<file path="src/rtl/input_pkg.sv">
// rtl/input_pkg.sv - shared types and constants for the player-controller input front end
package input_pkg;

    typedef enum logic [1:0] {
        LOW       = 2'd0,
        RISE_WAIT = 2'd1,
        HIGH      = 2'd2,
        FALL_WAIT = 2'd3
    } db_state_t;

    localparam int unsigned CLK_HZ          = 100_000_000;
    localparam int unsigned DEBOUNCE_MS     = 10;
    localparam int unsigned DEBOUNCE_CYCLES = (CLK_HZ / 1000) * DEBOUNCE_MS;

endpackage

</file>
<file path="src/rtl/sync_ff.sv">
// rtl/sync_ff.sv - N-stage flop synchroniser with asynchronous reset
// clk       : destination clock
// clean_rst : asynchronous active-high reset, all stages clear to 0
// d         : asynchronous input
// q         : synchronised output (last stage)
module sync_ff #(
    parameter int STAGES = 2
) (
    input  logic clk,
    input  logic clean_rst,
    input  logic d,
    output logic q
);

    logic [STAGES-1:0] sr;

    always_ff @(posedge clk or posedge clean_rst) begin
        if (clean_rst) begin
            sr <= '0;
        end else begin
            sr <= {sr[STAGES-2:0], d};
        end
    end

    assign q = sr[STAGES-1];

endmodule

</file>
<file path="src/rtl/button_debouncer.sv">
// rtl/button_debouncer.sv - synchronise and debounce one push-button, with press pulse
// clk       : system clock, rising edge
// clean_rst : asynchronous active-high reset
// btn_in    : raw bouncing button pin
// btn_level : debounced level, 1 = pressed
// btn_pulse : one-cycle pulse on each debounced press
module button_debouncer
    import input_pkg::*;
#(
    parameter int STABLE_CYCLES = DEBOUNCE_CYCLES,
    parameter int SYNC_STAGES   = 2,
    parameter bit ACTIVE_LOW    = 1'b0
) (
    input  logic clk,
    input  logic clean_rst,
    input  logic btn_in,
    output logic btn_level,
    output logic btn_pulse
);

    localparam int CNT_W = $clog2(STABLE_CYCLES + 1);
    localparam logic [CNT_W-1:0] CNT_LAST = CNT_W'(STABLE_CYCLES - 1);

    logic             raw;
    logic             sync;
    logic [CNT_W-1:0] cnt,   cnt_d;
    db_state_t        state, state_d;
    logic             level_d;
    logic             pulse_d;
    logic             expire;

    // Inverting before the synchroniser keeps reset value 0 meaning "not pressed".
    assign raw = ACTIVE_LOW ? ~btn_in : btn_in;

    sync_ff #(
        .STAGES (SYNC_STAGES)
    ) u_sync (
        .clk       (clk),
        .clean_rst (clean_rst),
        .d         (raw),
        .q         (sync)
    );

    // Expiry happens on the edge that would otherwise take cnt past STABLE_CYCLES-1,
    // so the new value must be seen on STABLE_CYCLES consecutive edges.
    assign expire = (cnt >= CNT_LAST);

    always_ff @(posedge clk or posedge clean_rst) begin
        if (clean_rst) begin
            state     <= LOW;
            cnt       <= '0;
            btn_level <= 1'b0;
            btn_pulse <= 1'b0;
        end else begin
            state     <= state_d;
            cnt       <= cnt_d;
            btn_level <= level_d;
            btn_pulse <= pulse_d;
        end
    end

    always_comb begin
        state_d = state;
        cnt_d   = '0;
        level_d = btn_level;
        pulse_d = 1'b0;
        case (state)
            LOW, RISE_WAIT: begin
                if (!sync) begin
                    state_d = LOW;
                end else if (expire) begin
                    state_d = HIGH;
                    level_d = 1'b1;
                    pulse_d = 1'b1;
                end else begin
                    state_d = RISE_WAIT;
                    cnt_d   = cnt + CNT_W'(1);
                end
            end
            HIGH, FALL_WAIT: begin
                if (sync) begin
                    state_d = HIGH;
                end else if (expire) begin
                    state_d = LOW;
                    level_d = 1'b0;
                end else begin
                    state_d = FALL_WAIT;
                    cnt_d   = cnt + CNT_W'(1);
                end
            end
            default: begin
                state_d = LOW;
                level_d = 1'b0;
            end
        endcase
    end

endmodule

</file>
<file path="config.mk">
export PLATFORM = sky130hd
export DESIGN_NAME = button_debouncer
export DESIGN_NICKNAME = d
export VERILOG_FILES = /design/src/rtl/input_pkg.sv /design/src/rtl/sync_ff.sv /design/src/rtl/button_debouncer.sv
export SDC_FILE = /design/constraint.sdc
export NUM_CORES = 1
export LEC_CHECK = 0
export ABC_AREA = 1
export CAP_MARGIN = 40
export CELL_PAD_IN_SITES_DETAIL_PLACEMENT = 1
export CELL_PAD_IN_SITES_GLOBAL_PLACEMENT = 1
export CORE_ASPECT_RATIO = 1.2
export CORE_UTILIZATION = 42
export DETAILED_ROUTE_END_ITERATION = 7
export PLACE_DENSITY_LB_ADDON = 0.25
export SLEW_MARGIN = 20
export SYNTH_ARGS = -nofsm -noshare
export SYNTH_HDL_FRONTEND = slang
export SYNTH_SLANG_ARGS = --single-unit
export TNS_END_PERCENT = 1
</file>
<file path="constraint.sdc">
create_clock -name clk -period 4.7 [get_ports clk]
set_clock_uncertainty 0.15 [all_clocks]
set_input_delay 0.94 -clock clk [delete_from_list [all_inputs] [get_ports clk]]
set_output_delay 0.94 -clock clk [all_outputs]
set_load 0.005 [all_outputs]
</file>
==> reports/metrics.cfg <==
[placed_design]
place_ws_ns=2.79
portBuffers=4
gp_congestion=0.866
hpwlAfterDp_microns=2260

[yosys]
synth_top_area_share=0.451
ys_ff_latch=25
synth_area_sq_um=1390
synth_top_area_cell=dfrtp_1
synthCells=162
syn_area_per_cell_sq_um=8.56
synthTopCellsByArea=dfrtp_1 45%, nand2_1 10%, nor2_2 9.0%
ys_seq_area_frac=0.451
ys_warn_count=0
yosysUniqueCellTypes=22
syn-num-nets=166

[routing]
drcViolationCount=0
viasPerCell=5.04
wl_per_cell_microns=14.1
drt_iter0_drc=7
vias=1033
drt_first_pass_iters=4
routed_wirelength_microns=2900
ant_nets=0

[clock_tree]
numCtsBuffers=3
cts_tree=built
cts_resized=0
postCtsHoldBufs=0
clk-insertion-delay-late_ns=0.33
cts_buffer_depth=2
clock_sinks=25
path_clk_slew_ns=0.16
htree_levels=1
cts_root_buf=clkbuf_4
postCtsSetupBuffers=0

[setup_path]
path_buf_inv=1
slowest_delay_ns=0.49
worstPathCellList=clkdlybuf4s50_1
slowest_stage=clkdlybuf4s50_1
start_kind=flip-flop
required_ns=3.61
crit_family=buffers and inverters
worstSetupPathType=reg -> out
path_max_fanout=2
worstSetupEndpointType=output pin
crit_arrival_ns=1.21

[power]
p_total_mw=0.347
p_sw_mw=0.0873
vdd_drop_max_v=0.000177
internal_power_mw=0.260
p_leak_nw=0.638
swShare=0.251
p_per_area_nw_per_um2=233
p_seq_frac=0.635
pwr-share-clk=0.308
share_comb_of_total_power=0.057

[sta]
hold_viol_final=0
fin_tns_setup_ns=0
fin_ws_ns=2.40
finalSetupViolCount=0
rsz0062_at_grt=no
tightest_slew_ns=0.487
slew_headroom=0.675
slew_viol_final=0
hold_slack_ns=0.241
min_period_ns=2.30
clock.fmax_ghz=0.435
post-route-period-util=0.489

[die]
initial_utilization=0.446
rows=22
die_area_sq_um=3540
fp.dieW_microns=54.4
ios=5
core_area_sq_um=3110
die_y_microns=64.9

[grt]
grt_max_degree=21
grt-ovfl-total=0
antenna_found_initial=0
grt_pass1_vias=1154
grt_pass1_wl_microns=5080
grt.total_usage=0.203

[flow_run]
cap_violations=0

[status]
status=finished, final reports clean

[final_layout]
final_layout_size_suffix_gt1_frac=0.207
nets=174
syn_to_final_growth_pct=7.49
fillers=378
n_antenna_cell=0
finish.utilization=0.479

[hold_path]
hold_path.class=reg -> reg

-- power by group through the flow --
stage / sequential (mW) / combinational [mW] / clock, mW
after floorplan: 0.224 / 0.0166 / 0
after global placement: 0.224 / 0.0168 / 0
after detailed placement: 0.224 / 0.0208 / 0
after CTS: 0.220 / 0.0208 / 0.110
after global routing: 0.221 / 0.0231 / 0.120
final: 0.220 / 0.0199 / 0.107
-- path summary, 6_finish.rpt --
| kind | slack (ns) | start | cells after the start | end |
|---|---|---|---|---|
| min in group asynchronous | 0.75 | clean_rst | 2 | cnt[0] |
| max reg2reg | 2.83 | cnt[0] | 10 | cnt[13] |
| max | 2.40 | btn_level | 1 | btn_level |
| min | 0.24 | u_sync.sr[0] | 0 | u_sync.sr[1] |
| min reg2reg | 0.24 | u_sync.sr[0] | 0 | u_sync.sr[1] |
| max in group asynchronous | 3.19 | clean_rst | 3 | cnt[18] |
-- per-stage QoR --
step,instance area (sq um),instances
6_report,1490,205
3_5_place_dp,1460,201
2_1_floorplan,1390,162
5_1_grt,1490,205
4_1_cts,1490,205
3_3_place_gp,1430,200
-- layer usage --
layer  GRT usage  vias up  part of all wire
li1            -      515                 -
met1       0.232      510              0.43
met2       0.355        4              0.54
met3      0.0258        4            0.0093
met4      0.0994        0             0.018
met5           0        -                 0
-- cell usage in the layout (no fill, tap or decap), types with 3 or more instances in the layout --
cell type and n:
nand2_1 37, dfrtp_1 25, nor2_2 20, nor2_1 19, inv_1 15, nand3_1 9
xor2_1 8, xnor2_1 4, clkdlybuf4s50_1 4, nand4_1 3, o21ai_0 3, clkbuf_4 3
-- logic make-up (layout without fill, tap and decap cells) --
kind of cell               after synthesis  in the layout  share of synthesized area
xor gates and xnor gates                12             12                     0.0758
adders and majority gates                1              1                    0.00902
DFF                                     25             25                      0.451
AOI/OAI and AO/OA                        7              7                     0.0397
and+or+nand+nor                         98             98                      0.349
buffers and inverters                   19             26                     0.0749
-- state kept, by name, indices dropped and copies added, names as in the netlist --
name       flops
state          1
u_sync.sr      2
btn_pulse      1
btn_level      1
cnt           20
-- area by class of cell --
cell class / instances / area [sq um] / share of cell area
tap: 36 / 45.0 / 0.0302
multi-input combinational: 118 / 657 / 0.441
inverter: 17 / 63.8 / 0.0428
clock inverter: 1 / 8.76 / 0.00588
clock buffer: 3 / 22.5 / 0.0151
sequential: 25 / 626 / 0.420
timing repair buffer: 5 / 67.6 / 0.0453
-- synth_stat cells, drive strengths merged --
cell type / instances
dfrtp: 25
a21oi: 1
ha: 1
nor2: 41
xnor2: 4
inv: 17
nor3: 2
nand4: 3
o21bai: 2
buf: 2
a211oi: 1
o21ai: 3
nand2: 41
nand3b: 1
nand3: 10
xor2: 8
Power figures use the tool's default switching activity.
